### config.mk
export PLATFORM = sky130hd
export DESIGN_NAME = spi_reg_master
export DESIGN_NICKNAME = d
export VERILOG_FILES = /design/src/rtl/spi_reg_master_pkg.sv /design/src/rtl/spi_sclk_gen.sv /design/src/rtl/spi_reg_master.sv
export SDC_FILE = /design/constraint.sdc
export NUM_CORES = 1
export LEC_CHECK = 0
export ABC_AREA = 1
export BUFFER_PORTS_ARGS = -buffer_cell sky130_fd_sc_hd__buf_2
export CAP_MARGIN = 10
export CORE_MARGIN = 2
export CORE_UTILIZATION = 62
export CTS_CLUSTER_SIZE = 10
export DETAILED_ROUTE_END_ITERATION = 8
export PLACE_DENSITY = 0.84
export SLEW_MARGIN = 20
export SYNTH_ARGS = -nofsm -noshare
export SYNTH_HDL_FRONTEND = slang
export SYNTH_SLANG_ARGS = --single-unit
### constraint.sdc
create_clock -name clk -period 4.4 [get_ports clk]
set_input_delay 0.44 -clock clk [delete_from_list [all_inputs] [get_ports clk]]
set_output_delay 0.44 -clock clk [all_outputs]
set_load 0.01 [all_outputs]
### src/rtl/spi_reg_master_pkg.sv
// Shared definitions for the SPI register master and its peripheral:
// FSM state encodings, command byte layout, widths and opcodes.
package spi_reg_master_pkg;

  typedef enum logic [2:0] {
    ST_IDLE  = 3'd0,
    ST_SETUP = 3'd1,
    ST_SHIFT = 3'd2,
    ST_HOLD  = 3'd3,
    ST_GAP   = 3'd4
  } state_t;

  localparam int RW_BIT = 7;
  localparam int CMD_W  = 8;
  localparam int DATA_W = 8;

  localparam logic OP_READ  = 1'b1;
  localparam logic OP_WRITE = 1'b0;

  function automatic logic [CMD_W-1:0] cmd_byte(input logic rw, input logic [RW_BIT-1:0] addr);
    return {rw, addr};
  endfunction

endpackage

### src/rtl/spi_sclk_gen.sv
// SPI clock generator: half-period counter, registered sclk, strobes one cycle before each edge.
// Stopping (run=0) forces sclk low and clears the counter, so strobes stay quiet while stopped.
module spi_sclk_gen #(
  parameter int SCLK_DIV = 4
) (
  input  logic clk,
  input  logic rst_n,
  input  logic run,
  output logic sclk,
  output logic rise_stb,
  output logic fall_stb
);

  logic [7:0] half_cnt;
  logic       tick;

  // Counter sits at 0 when stopped and SCLK_DIV >= 2, so tick cannot fire then.
  assign tick     = (half_cnt == 8'(SCLK_DIV - 1));
  assign rise_stb = tick & ~sclk;
  assign fall_stb = tick & sclk;

  always_ff @(posedge clk or negedge rst_n) begin
    if (!rst_n) begin
      half_cnt <= 8'd0;
      sclk     <= 1'b0;
    end else if (!run) begin
      half_cnt <= 8'd0;
      sclk     <= 1'b0;
    end else if (tick) begin
      half_cnt <= 8'd0;
      sclk     <= ~sclk;
    end else begin
      half_cnt <= half_cnt + 8'd1;
    end
  end

endmodule

### src/rtl/spi_reg_master.sv
// SPI (CPOL=0, CPHA=1) single-register read/write initiator; one request at a time, req_ready only in IDLE.
// Optional SPI_MISO_SYNC_EN: miso through a 2-flop synchronizer, captured 2 clk after each sclk fall.
module spi_reg_master
  import spi_reg_master_pkg::*;
#(
  parameter int SCLK_DIV     = 4,
  parameter int DUMMY_CYCLES = 8,
  parameter int GAP_CYCLES   = 4
) (
  input  logic                clk,
  input  logic                rst_n,
  input  logic                req_valid,
  output logic                req_ready,
  input  logic                req_rw,
  input  logic [RW_BIT-1:0]   req_addr,
  input  logic [DATA_W-1:0]   req_wdata,
  output logic                rsp_valid,
  output logic [DATA_W-1:0]   rsp_rdata,
  output logic                busy,
  output logic                sclk,
  output logic                cs,
  output logic                mosi,
  input  logic                miso
);

  localparam logic [4:0] WR_BITS = 5'(CMD_W + DATA_W);
  localparam logic [4:0] RD_BITS = 5'(CMD_W + DATA_W + DUMMY_CYCLES);
  localparam int         GAP_W   = (GAP_CYCLES > 1) ? $clog2(GAP_CYCLES) : 1;

  state_t                    state;
  logic [CMD_W+DATA_W-1:0]   tx_sr;
  logic [DATA_W-1:0]         rx_sr;
  logic                      rd;
  logic [4:0]                bit_cnt;
  logic [GAP_W-1:0]          gap_cnt;
  logic                      run;
  logic                      rise_stb;
  logic                      fall_stb;
  logic                      accept;
  logic                      data_phase;
  logic                      cap_stb;
  logic                      cap_bit;

  assign req_ready = (state == ST_IDLE);
  assign busy      = ~req_ready;
  assign accept    = req_valid & req_ready;

  // The rise strobe that ends HOLD is the point where the generator must park low instead of rising.
  assign run = (state == ST_SETUP) | (state == ST_SHIFT) | ((state == ST_HOLD) & ~rise_stb);

  // Read data occupies the last 8 bit periods of a read frame.
  assign data_phase = rd & (state == ST_SHIFT) & (bit_cnt <= 5'(DATA_W));

  spi_sclk_gen #(.SCLK_DIV(SCLK_DIV)) u_sclk_gen (
    .clk      (clk),
    .rst_n    (rst_n),
    .run      (run),
    .sclk     (sclk),
    .rise_stb (rise_stb),
    .fall_stb (fall_stb)
  );

`ifdef SPI_MISO_SYNC_EN
  logic [1:0] miso_sync;
  logic [1:0] cap_dly;

  always_ff @(posedge clk or negedge rst_n) begin
    if (!rst_n) begin
      miso_sync <= 2'b00;
      cap_dly   <= 2'b00;
    end else begin
      miso_sync <= {miso_sync[0], miso};
      cap_dly   <= {cap_dly[0], fall_stb & data_phase};
    end
  end

  assign cap_stb = cap_dly[1];
  assign cap_bit = miso_sync[1];
`else
  assign cap_stb = fall_stb & data_phase;
  assign cap_bit = miso;
`endif

  always_ff @(posedge clk or negedge rst_n) begin
    if (!rst_n) begin
      rx_sr <= '0;
    end else if (accept) begin
      rx_sr <= '0;
    end else if (cap_stb) begin
      rx_sr <= {rx_sr[DATA_W-2:0], cap_bit};
    end
  end

  always_ff @(posedge clk or negedge rst_n) begin
    if (!rst_n) begin
      state     <= ST_IDLE;
      cs        <= 1'b1;
      mosi      <= 1'b0;
      rsp_valid <= 1'b0;
      rsp_rdata <= '0;
      tx_sr     <= '0;
      rd        <= 1'b0;
      bit_cnt   <= 5'd0;
      gap_cnt   <= '0;
    end else begin
      rsp_valid <= 1'b0;
      case (state)
        ST_IDLE: begin
          if (accept) begin
            state <= ST_SETUP;
            cs    <= 1'b0;
            rd    <= (req_rw == OP_READ);
            tx_sr <= {cmd_byte(req_rw, req_addr), (req_rw == OP_READ) ? '0 : req_wdata};
          end
        end
        ST_SETUP: begin
          if (rise_stb) begin
            state   <= ST_SHIFT;
            mosi    <= tx_sr[CMD_W+DATA_W-1];
            tx_sr   <= {tx_sr[CMD_W+DATA_W-2:0], 1'b0};
            bit_cnt <= rd ? RD_BITS : WR_BITS;
          end
        end
        ST_SHIFT: begin
          // Zeros shift in behind the command, covering dummy and read-data periods.
          if (rise_stb) begin
            mosi  <= tx_sr[CMD_W+DATA_W-1];
            tx_sr <= {tx_sr[CMD_W+DATA_W-2:0], 1'b0};
          end else if (fall_stb) begin
            bit_cnt <= bit_cnt - 5'd1;
            if (bit_cnt == 5'd1) state <= ST_HOLD;
          end
        end
        ST_HOLD: begin
          if (rise_stb) begin
            state     <= ST_GAP;
            cs        <= 1'b1;
            mosi      <= 1'b0;
            rsp_valid <= 1'b1;
            rsp_rdata <= rd ? rx_sr : '0;
            gap_cnt   <= GAP_W'(GAP_CYCLES - 1);
          end
        end
        ST_GAP: begin
          if (gap_cnt == '0) state <= ST_IDLE;
          else gap_cnt <= gap_cnt - 1'b1;
        end
        default: state <= ST_IDLE;
      endcase
    end
  end

endmodule
Yosys cells after proc, flatten, opt, wreduce, memory -nomap -nowiden
Index checks and enable logic that the tools add are counted.
{"block": "op_classes", "add_sub_neg": 3, "n_mul": 0, "div": 0, "magnitude_cmp": 1, "eq_ne": 16, "shift": 0, "n_mux": 35, "bitwise": 12, "n_reduce_logical": 17}
{"cell": "2-to-1 mux 8 bit", "n": 6}
{"cell": "2-to-1 mux 16 bit", "n": 2}
{"cell": "one-hot mux 16 bit (2 select lines)", "n": 1}
{"cell": "2-to-1 mux 3 bit", "n": 7}
{"cell": "2-to-1 mux 5 bit", "n": 3}
{"cell": "one-hot mux 3 bit (5 select lines)", "n": 1}
{"cell": "inequality test 2 bit (second input constant)", "n": 7}
{"cell": "AND reduction 3 bit", "n": 4}
{"cell": "nonzero test 2 bit", "n": 6}
{"cell": "one-hot mux 5 bit (2 select lines)", "n": 1}
{"cell": "adder 8 x 1 -> 8 bit (second input constant)", "n": 1}
{"cell": "== test 8 x 2 -> 1 bit (second input constant)", "n": 1}
{"cell": "2-to-1 mux 1 bit", "n": 8}
{"cell": "bitwise AND 1 bit", "n": 7}
{"cell": "AND reduction 7 bit", "n": 1}
{"cell": "== test 3 x 2 -> 1 bit (second input constant)", "n": 2}
{"cell": "inequality test 2 x 1 -> 1 bit (second input constant)", "n": 3}
{"cell": "== test 5 x 1 -> 1 bit (second input constant)", "n": 1}
{"cell": "<= comparator 5 x 4 -> 1 bit (second input constant)", "n": 1}
{"cell": "subtractor 5 x 1 -> 5 bit (second input constant)", "n": 1}
{"cell": "2-to-1 mux 2 bit", "n": 2}
{"cell": "2-to-1 mux 4 bit", "n": 1}
{"cell": "one-hot mux 1 bit (2 select lines)", "n": 2}
{"cell": "one-hot mux 2 bit (2 select lines)", "n": 1}
{"cell": "10 further kinds", "n": 14}
{"block": "totals", "register_bits": 55, "latchBits": 0, "ram_bits": 0, "romBits": 0, "in_bits": 20, "out_inout_bits": 14, "wordCells": 96, "n_memories": 0}

Logic depth before layout (Yosys ltp)
Gate-level depths: netlist of run 1.
{"block": "depth", "word_depth": 6, "mapped_depth": 10}

By module
From an unflattened synthesis of run 1, not the netlist that was laid out.
{"block": "unflattened", "cells_unflattened": 382, "area_unflattened_um2": 2902.8}
{"module": "spi_reg_master", "n_inst": 1, "cells_each": 313, "area_per_inst_um2": 2384.8}
{"module": "spi_sclk_gen", "n_inst": 1, "cells_each": 69, "area_per_inst_um2": 518.0}

Worst setup path after synthesis of run 1
Ideal clock, no wire load.
{"block": "synth_path", "path_type": "register -> register", "startpoint": "register u_sclk_gen.half_cnt[0]", "endpoint": "register tx_sr[1]", "setup_ns": 0.126, "t_arrival_ns": 1.316, "required_ns": 4.274, "setup_slack_ns": 2.958, "path_stages_with_launch": 10, "period_less_slack_ns": 1.442, "path_cell_list": "dfrtp_1 > ha_1 > nand2_1 > nor2_4 > nand3_4 > nand2_4 > inv_4 > buf_6 > nand2_1 > o21ai_0"}
{"block": "synth_between", "elab_chain_cells": 4}
{"item": "start, declared", "line": "spi_sclk_gen.sv:14", "rtl": "logic [7:0] half_cnt;"}
{"item": "start signal, assigned", "line": "spi_sclk_gen.sv:33", "rtl": "half_cnt <= half_cnt + 8'd1;"}
{"item": "== test 8 x 2 -> 1 bit", "line": "spi_sclk_gen.sv:18", "rtl": "assign tick = (half_cnt == 8'(SCLK_DIV - 1));"}
{"item": "bitwise AND 1 bit", "line": "spi_sclk_gen.sv:19", "rtl": "assign rise_stb = tick & ~sclk;"}
{"item": "inequality test 2 x 1 -> 1 bit (no line)"}
{"item": "AND reduction 3 bit (no line)"}
{"item": "end signal, assigned", "line": "spi_reg_master.sv:113", "rtl": "tx_sr <= {cmd_byte(req_rw, req_addr), (req_rw == OP_READ) ? '0 : req_wdata};"}
{"item": "end signal, assigned", "line": "spi_reg_master.sv:120", "rtl": "tx_sr <= {tx_sr[CMD_W+DATA_W-2:0], 1'b0};"}
{"item": "end signal, assigned", "line": "spi_reg_master.sv:128", "rtl": "tx_sr <= {tx_sr[CMD_W+DATA_W-2:0], 1'b0};"}
{"item": "end, declared", "line": "spi_reg_master.sv:31", "rtl": "logic [CMD_W+DATA_W-1:0] tx_sr;"}
No other way between the ends.
A chain may end at the register's enable or synchronous reset.

Worst setup path after layout of run 1
{"block": "layout_path", "startpoint": "register u_sclk_gen.half_cnt[0]", "endpoint": "register mosi"}
{"block": "layout_between", "elab_chain_cells": 4}
{"item": "== test 8 x 2 -> 1 bit *", "line": "spi_sclk_gen.sv:18"}
{"item": "bitwise AND 1 bit *", "line": "spi_sclk_gen.sv:19"}
{"item": "inequality test 2 x 1 -> 1 bit (no line) / inequality test 2 bit (equally long branches)"}
{"item": "AND reduction 3 bit (no line) *"}
{"item": "end signal, assigned", "line": "spi_reg_master.sv:119", "rtl": "mosi <= tx_sr[CMD_W+DATA_W-1];"}
{"item": "end signal, assigned", "line": "spi_reg_master.sv:127", "rtl": "mosi <= tx_sr[CMD_W+DATA_W-1];"}
{"item": "end, declared", "line": "spi_reg_master.sv:22", "rtl": "output logic mosi,"}
Every way passes the cells marked *; elsewhere a longest branch is shown, timed or not.

==> results of run 1 <==
==> worst max-delay path, stage by stage, from the launching register on <==
cell     delay [ps]
dfrtp_1         420
ha_1            240
nand2_1         110
nor2_4          230
nand2_2         130
nor2_4          280
inv_2           160
nand3_1          90
o21ai_0          80
==> cell families (layout without fill, tap and decap cells) <==
kind of cell               Yosys count  in the layout  share of synthesized area, %
adders and majority gates            4              4                          1.83
AOI/OAI and AO/OA                   43             43                          8.51
xor gates and xnor gates             2              2                         0.640
and+or+nand+nor                    185            185                          30.7
buffers and inverters               50             84                          7.96
DFF                                 55             55                          50.3
==> routing by layer <==
layer / track usage [%] / vias up
met5: 0 / -
met4: 6.84 / 0
met3: 4.04 / 8
met2: 36.1 / 44
met1: 30.4 / 1005
li1: - / 1139
==> worst min-delay path by stage <==
stage          cells after the start                     end
6_report                           2              bit_cnt[0]
5_1_grt                            2  u_sclk_gen.half_cnt[5]
2_1_floorplan                      0              bit_cnt[0]
3_5_place_dp                       2            rsp_rdata[0]
3_3_place_gp                       2            rsp_rdata[4]
4_1_cts                            2              bit_cnt[0]
==> area by class of cell <==
class,instances,area (sq um),area share [%]
sequential,55,1380,45.7
clock inverter,2,13.8,0.457
multi-input combinational,234,1140,37.9
timing repair buffer,34,173,5.73
inverter,42,160,5.32
clock buffer,6,82.6,2.74
tap,52,65.1,2.16
==> registers in the layout, summed over array words and instances (netlist names) <==
| name | cells |
|---|---|
| rx_sr | 8 |
| tx_sr | 16 |
| mosi | 1 |
| gap_cnt | 2 |
| bit_cnt | 5 |
| rsp_rdata | 8 |
| rd | 1 |
| u_sclk_gen.half_cnt | 8 |
| cs | 1 |
| rsp_valid | 1 |
| state | 3 |
| u_sclk_gen.sclk | 1 |
==> cells in the final DEF, fill, tap and decap left out, drive strengths merged, types with 6 or more instances in the layout <==
cell | synthesis | routed
o21ai | 30 | 30
buf | 6 | 34
dfrtp | 54 | 54
a21boi | 7 | 7
nor2 | 26 | 26
clkbuf | 2 | 6
a21oi | 6 | 6
nand3 | 40 | 40
nand2 | 109 | 109
inv | 42 | 43
==> metrics by stage <==
stage,cells,cell area (sq um)
6_report,425,3010
5_1_grt,425,3010
4_1_cts,425,3010
3_5_place_dp,417,2920
3_3_place_gp,417,2920
2_1_floorplan,339,2740
==> power by group <==
group	internal [uW]	switching, uW	leakage, uW
sequential	506	0.299	0.000650
clock	129	159	0.0000516
combinational	6.96	12.3	0.000862
==> summary.txt, run 1 <==
Setup path
  – Setup crit end: mosi
  – Launch point of the critical path: u_sclk_gen.half_cnt[0]
  – R2R Setup Slk: 2560 ps
  – R2R cell count: 8
  – Critical Path End Type: register
  – Startpoint Class: register
  – Data arrival, critical path: 2030 ps
  – CP max FO: 11
  – Crit Path Class: reg2reg
  – RR Endpoint: mosi
  – Critical Path RT: 4590 ps
  – RR Startpoint: u_sclk_gen.half_cnt[0]

Route
  – Routed WL per cell: 11.8 microns
  – Total number of vias: 2196
  – Max layer used: met4
  – DRT iter0 DRCs: 103
  – Post-Route WL: 5000 microns
  – # DRC: 0
  – WL met3: 169 microns
  – Final ANT Viol Nets: 0
  – DR WL met2: 2350 microns
  – Vias per Instance: 5.17
  – Wire length on met1: 2410 microns
  – DRT Pass-1 Iters: 4

CTS
  – H-tree levels: 2
  – TritonCTS Buffers: 5
  – Root Buffer: clkbuf_8
  – Postcts setup bufs: 0
  – Clock-pin slew on the worst setup and hold paths: 100 ps
  – Hold buffer count at cts: 0
  – Clock sinks: 55
  – Post_cts resized: 0
  – Clk buf depth: 2
  – CTS tree: yes
  – Clk_lat worst skew: 300 ps

Floorplanning
  – Io pins: 34
  – Chip Width: 70.4 microns
  – Die area: 4960 sq um
  – DIE HEIGHT: 70.4 microns
  – Initial core utilization: 63.7%
  – Core Region: 4290 sq um
  – Core Rows: 24

Power and ir drop
  – Lkg Pwr: 0.00156 uW
  – Maximum vdd drop: 179 uV
  – Overall Power: 813 uW
  – Pwr Density: 270 nW/um^2

Synth
  – Post-synth top area share: 49.4%
  – Avg Cell Area, Syn: 8.07 sq um
  – Most frequent cell after synthesis: nand2_1
  – Fraction of registers with async set or reset after synthesis: 100%
  – Synth cell types: 27
  – Post-synth EDFFs: 0
  – Top post-synthesis cells by area: dfrtp_1, nand2_1, nand3_1, inv_1, o21ai_0
  – Leading area contributor after synthesis: dfrtp_1
  – Register area share after synthesis: 50.3%
  – Post-synth top cells: nand2_1, dfrtp_1, nand3_1
  – Post-Synthesis Cells: 339
  – Synth Cell Area: 2740 sq um
  – Synthesis-stage register bit count: 55
  – Post-synth top flop: dfrtp_1
  – Synth warn: 0
  – Syn Nets: 363

Outcome
  – Outcome: finished clean

Run
  – Max_cap viols: 0

Hold path
  – Hold Crit Class: in2async

Timing
  – Count of final setup violators: 0
  – Endpoints failing hold: 0
  – Fmax achieved: 0.543 GHz
  – Max Slew Vio Count: 0
  – Unrepaired setup endpoints after global routing: false
  – Clock Skews: 7.39 ps
  – Max transition margin: 55.7%
  – Hold_ws: 251 ps
  – Worst-Margin Slew: 664 ps
  – Final critical-path required period: 1840 ps
  – Setup ws final: 2560 ps
  – Tcrit/Tclk final: 41.9%
  – Sum Neg Setup Slack: 0 ps

Finish
  – Fillers: 362
  – Core Util, Final: 70.2%
  – Antenna diodes: 0
  – Layout area overhead: 10.1%
  – Fin nets: 396
  – Share of cells above drive strength 1: 16.9%

Place
  – Setup WS pre-CTS: 2570 ps
  – Final Wtd Congestion: 0.827
  – IO Port Bufs: 33
  – Dpl hpwl: 3570 microns

Global routing
  – Largest net degree at the start of global routing: 56
  – GRT Total Usage: 22.2%
  – Initial antenna violation count: 0
  – First-pass GRT wire length: 8840 microns
  – Number of global-route vias before repair: 2060
  – Overflow after GRT: 0
(Power assumes the default switching activity.)
==> inputs of run 2 (changes only) <==
--- a/config.mk
+++ b/config.mk
@@ -9,10 +9,10 @@
 export BUFFER_PORTS_ARGS = -buffer_cell sky130_fd_sc_hd__buf_2
 export CAP_MARGIN = 10
 export CORE_MARGIN = 2
-export CORE_UTILIZATION = 62
+export CORE_UTILIZATION = 57
 export CTS_CLUSTER_SIZE = 10
 export DETAILED_ROUTE_END_ITERATION = 8
-export PLACE_DENSITY = 0.84
+export PLACE_DENSITY = 0.79
 export SLEW_MARGIN = 20
 export SYNTH_ARGS = -nofsm -noshare
 export SYNTH_HDL_FRONTEND = slang
==> constraint.sdc (replaced) <==
create_clock -name clk -period 1.7 [get_ports clk]
set_input_delay 0.17 -clock clk [delete_from_list [all_inputs] [get_ports clk]]
set_output_delay 0.17 -clock clk [all_outputs]
set_load 0.01 [all_outputs]
==> run 2 against run 1 <==
  * Non-clock buffer count up 14
  * Setup slack worse by 2500 ps
  * Flip-flop and latch count unchanged
  * Register-to-register slack worse by 2500 ps
  * Critical endpoint unchanged
  * Global-route usage up 1.3 points
  * Power rose to 2.5 times the previous value
  * Largest cell class unchanged
  * Final cell count up 4.0%
  * Critical path depth unchanged
==> summary.txt, run 2 (synthesized netlist as in run 1, its figures left out) <==
Timing
  – Max Slew Vio Count: 0
  – Clock Skews: 12.8 ps
  – Tcrit/Tclk final: 94.1%
  – Fmax achieved: 0.625 GHz
  – Unrepaired setup endpoints after global routing: true
  – Count of final setup violators: 0
  – Max transition margin: 69.8%
  – Worst-Margin Slew: 453 ps
  – Final critical-path required period: 1600 ps
  – Endpoints failing hold: 0
  – Sum Neg Setup Slack: 0 ps
  – Hold_ws: 88.1 ps
  – Setup ws final: 99.8 ps

Setup path
  – Critical Path End Type: register
  – Setup crit end: mosi
  – RR Endpoint: mosi
  – Crit Path Class: reg2reg
  – Data arrival, critical path: 1790 ps
  – CP max FO: 10
  – R2R Setup Slk: 100 ps
  – Critical Path RT: 1890 ps
  – Launch point of the critical path: u_sclk_gen.half_cnt[1]
  – Startpoint Class: register
  – R2R cell count: 8
  – RR Startpoint: u_sclk_gen.half_cnt[1]

Global routing
  – Initial antenna violation count: 0
  – GRT Total Usage: 23.5%
  – Number of global-route vias before repair: 2226
  – Largest net degree at the start of global routing: 25
  – First-pass GRT wire length: 9810 microns
  – Overflow after GRT: 0

Hold path
  – Hold Crit Class: in2reg
  – HP Start: req_wdata[0]

Power and ir drop
  – Lkg Pwr: 0.00162 uW
  – Pwr Density: 650 nW/um^2
  – Maximum vdd drop: 415 uV

Floorplanning
  – Io pins: 34
  – Die area: 5370 sq um
  – Core Region: 4660 sq um
  – Initial core utilization: 58.7%
  – DIE HEIGHT: 73.3 microns
  – Core Rows: 25
  – Chip Width: 73.3 microns

Finish
  – Antenna diodes: 0
  – Core Util, Final: 68.2%
  – Commonest non-fill, non-tap cells in the layout: nand2_1, dfrtp_1, nand3_1
  – Layout area overhead: 16.1%
  – Number of flip-flops in the largest register: 16
  – Share of cells above drive strength 1: 20.6%
  – Fin nets: 411
  – Most common cell after layout, fill and taps aside: nand2_1
  – Most flop-heavy register: tx_sr
  – Fillers: 353

Route
  – DRT iter0 DRCs: 246
  – Post-Route WL: 5640 microns
  – Routed WL per cell: 12.8 microns
  – DRT Pass-1 Iters: 4
  – # DRC: 0
  – Final ANT Viol Nets: 0
  – Vias per Instance: 5.17
  – Total number of vias: 2287

CTS
  – Clk_lat worst skew: 310 ps
  – Clock-pin slew on the worst setup and hold paths: 100 ps
  – CTS tree: yes
  – H-tree levels: 2
  – Clock sinks: 55
  – TritonCTS Buffers: 5
  – Clk buf depth: 2
  – Root Buffer: clkbuf_8

Run
  – Max_cap viols: 0

Place
  – Final Wtd Congestion: 0.898
  – Setup WS pre-CTS: 91.7 ps
  – IO Port Bufs: 33
  – Dpl hpwl: 4050 microns

Outcome
  – Outcome: finished clean
## run 2: worst max-delay path, stage by stage, from the launching register on
cell and delay (ps):
dfrtp_1 400, ha_2 230, nand2_1 90, nor2_4 180, nand2_2 120, nor2_4 190, inv_2 120, nand3_1 80
o21ai_0 80
## run 2: routing by layer
layer	routed length (microns)	vias up	track usage, %
li1	-	1174	-
met2	2820	67	39.3
met1	2490	1035	30.7
met3	237	11	4.25
met4	93	0	8.02
met5	0	-	0
## run 2: worst min-delay path by stage
stage	endpoint	slack (ps)	cells after the start
5_1_grt	rx_sr[0]	90	3
3_5_place_dp	bit_cnt[2]	150	1
4_1_cts	tx_sr[0]	80	3
6_report	tx_sr[0]	90	3
3_3_place_gp	bit_cnt[4]	150	1
2_1_floorplan	bit_cnt[0]	-130	0
## run 2: area by class of cell
type	count	area, sq um	area share, %
timing repair inverter	1	5.00	0.157
clock inverter	1	7.51	0.236
tap	54	67.6	2.13
sequential	55	1380	43.4
timing repair buffer	48	309	9.72
clock buffer	7	76.3	2.40
inverter	42	166	5.24
multi-input combinational	234	1170	36.7
## run 2: power by group
group / switching (uW) / internal [uW]
registers: 0.763 / 1310
logic: 35.3 / 25.6
clock network: 402 / 292
total: 438 / 1630
## run 2: metrics by stage
step	area (sq um)	instances	total power [uW]
finish	3180	442	2060
global route	3180	442	2140
global placement	3010	428	1400
CTS	3110	437	2090
detailed placement	3010	428	1400
floorplan	2740	339	1340
## run 2: what timing repair did
item,CTS,global route
endpoints found under the hold margin,14,0
setup endpoints to repair,0,43
hold buffers,1,0
buffers inserted,0,4
gates resized for setup,0,10
==> inputs of run 3 (changes only) <==
--- a/config.mk
+++ b/config.mk
@@ -8,10 +8,12 @@
 export ABC_AREA = 1
 export BUFFER_PORTS_ARGS = -buffer_cell sky130_fd_sc_hd__buf_2
 export CAP_MARGIN = 10
+export CORE_ASPECT_RATIO = 0.75
 export CORE_MARGIN = 2
 export CORE_UTILIZATION = 57
 export CTS_CLUSTER_SIZE = 10
 export DETAILED_ROUTE_END_ITERATION = 8
+export MAX_ROUTING_LAYER = met4
 export PLACE_DENSITY = 0.79
 export SLEW_MARGIN = 20
 export SYNTH_ARGS = -nofsm -noshare
==> run 3 against run 2 <==
  * Clock power grew 0.9%
  * Design area up 0.94%
  * Critical path depth is 1 higher
  * Non-clock buffer count grew 6
  * Routed wire length is 3.9% higher
  * Combinational power increased by 1%
  * Critical endpoint is now gap_cnt[0]
  * Largest cell class unchanged
==> summary.txt, run 3 (synthesized netlist as in run 1, its figures left out) <==
CTS
  – Clk_lat worst skew: 310 ps
  – TritonCTS Buffers: 5
  – Clock-pin slew on the worst setup and hold paths: 90 ps
  – CTS tree: yes
  – Clk buf depth: 2
  – H-tree levels: 2
  – Clock sinks: 55
  – Root Buffer: clkbuf_8

Timing
  – Endpoints failing hold: 0
  – Setup ws final: 92.2 ps
  – Clock Skews: 6.69 ps
  – Hold_ws: 82.8 ps
  – Worst-Margin Slew: 614 ps
  – Final critical-path required period: 1610 ps
  – Fmax achieved: 0.622 GHz
  – Count of final setup violators: 0
  – Tcrit/Tclk final: 94.6%
  – Max Slew Vio Count: 0
  – Max transition margin: 59.1%

Finish
  – Antenna diodes: 0
  – Share of cells above drive strength 1: 21.4%
  – Layout area overhead: 17.2%
  – Most common cell after layout, fill and taps aside: nand2_1
  – Core Util, Final: 70.6%
  – Fin nets: 416
  – Commonest non-fill, non-tap cells in the layout: nand2_1, dfrtp_1, nand3_1
  – Number of flip-flops in the largest register: 16
  – Fillers: 373
  – Most flop-heavy register: tx_sr

Hold path
  – HP Start: req_wdata[0]
  – Hold Crit Class: in2reg
  – WHS Path Cells: 3
  – WHS Endpoint: tx_sr[0]

Place
  – Setup WS pre-CTS: 8.30 ps
  – IO Port Bufs: 33
  – Dpl hpwl: 4080 microns
  – Final Wtd Congestion: 0.817

Global routing
  – GRT Total Usage: 24.0%
  – Initial antenna violation count: 0
  – First-pass GRT wire length: 10100 microns
  – Number of global-route vias before repair: 2209
  – Overflow after GRT: 0
  – Largest net degree at the start of global routing: 26

Floorplanning
  – Chip Width: 84.0 microns
  – Core Rows: 21
  – Die area: 5380 sq um
  – DIE HEIGHT: 64.0 microns
  – Io pins: 34
  – Core Region: 4550 sq um
  – Initial core utilization: 60.2%

Route
  – Post-Route WL: 5860 microns
  – # DRC: 0
  – DRT iter0 DRCs: 148
  – Final ANT Viol Nets: 0
  – Routed WL per cell: 13.0 microns
  – DRT Pass-1 Iters: 4
  – Total number of vias: 2380
  – Vias per Instance: 5.29

Setup path
  – RR Endpoint: gap_cnt[0]
  – Data arrival, critical path: 1800 ps
  – Critical Path RT: 1900 ps
  – CP max FO: 6
  – Critical Path End Type: register
  – R2R Setup Slk: 90 ps
  – R2R cell count: 9
  – RR Startpoint: u_sclk_gen.half_cnt[0]
  – Crit Path Class: reg2reg
  – Startpoint Class: register

Power and ir drop
  – Pwr Density: 645 nW/um^2
  – Maximum vdd drop: 434 uV
  – Lkg Pwr: 0.00164 uW
  – Overall Power: 2070 uW

Run
  – Max_cap viols: 0

Outcome
  – Outcome: finished clean
-- run 3: cell types whose count changed in the layout (fill, tap and decap cells not counted), sizes merged --
cell / change
buf: +6
clkinvlp: -2
clkbuf: +1
-- run 3: what timing repair did --
| action | 4_1_cts | 5_1_grt |
|---|---|---|
| hold buffers | 1 | 0 |
| hold endpoints to repair | 22 | 0 |
| resized for setup | 0 | 9 |
| buffers inserted | 0 | 9 |
| pin swaps | 1 | 5 |
| gates cloned | 0 | 0 |
| endpoints found under the setup margin | 1 | 34 |
-- run 3: report_power, final --
part	switching [uW]	total, uW	internal, uW
combinational	35.9	61.4	25.5
sequential	0.575	1310	1310
clock	406	700	294
-- run 3: worst max-delay path, cell delays in order (launching register included) --
cell	delay [ps]
dfrtp_1	440
ha_4	180
nand2_1	80
nor2_4	210
nand2_2	130
nor2_4	170
buf_4	130
nor2_2	50
nand2_1	50
o21ai_1	60
-- run 3: worst max-delay path by stage --
stage | slack (ps) | end | start | depth (start not counted)
final | 90 | gap_cnt[0] | u_sclk_gen.half_cnt[0] | 9
after global routing | -20 | mosi | u_sclk_gen.half_cnt[0] | 8
after CTS | 20 | rsp_rdata[5] | u_sclk_gen.half_cnt[0] | 8
after detailed placement | 8 | rsp_rdata[5] | u_sclk_gen.half_cnt[0] | 8
after global placement | 80 | mosi | u_sclk_gen.half_cnt[0] | 8
after floorplan | 260 | tx_sr[1] | u_sclk_gen.half_cnt[0] | 9
-- run 3: per-stage QoR --
stage / TNS [ps] / std cells / instance area, sq um
final: 0 / 450 / 3210
after global placement: 0 / 432 / 3020
after global routing: -102 / 450 / 3210
after detailed placement: 0 / 432 / 3020
after floorplan: 0 / 339 / 2740
after CTS: 0 / 441 / 3110
-- run 3: per-layer routing --
metal	vias up	GRT usage, %	wire (microns)
li1	1186	-	-
met1	1111	34.7	2800
met2	70	34.5	2610
met3	13	3.75	347
met4	0	9.07	98
met5	-	-	0
-- run 3: area by class of cell --
cell class | count | area (sq um) | share of cell area [%]
Sequential cell | 55 | 1380 | 43.0
Multi-Input combinational cell | 234 | 1160 | 36.1
Timing Repair Buffer | 54 | 354 | 11.0
Inverter | 42 | 164 | 5.11
Clock buffer | 8 | 80.1 | 2.50
Tap cell | 57 | 71.3 | 2.22
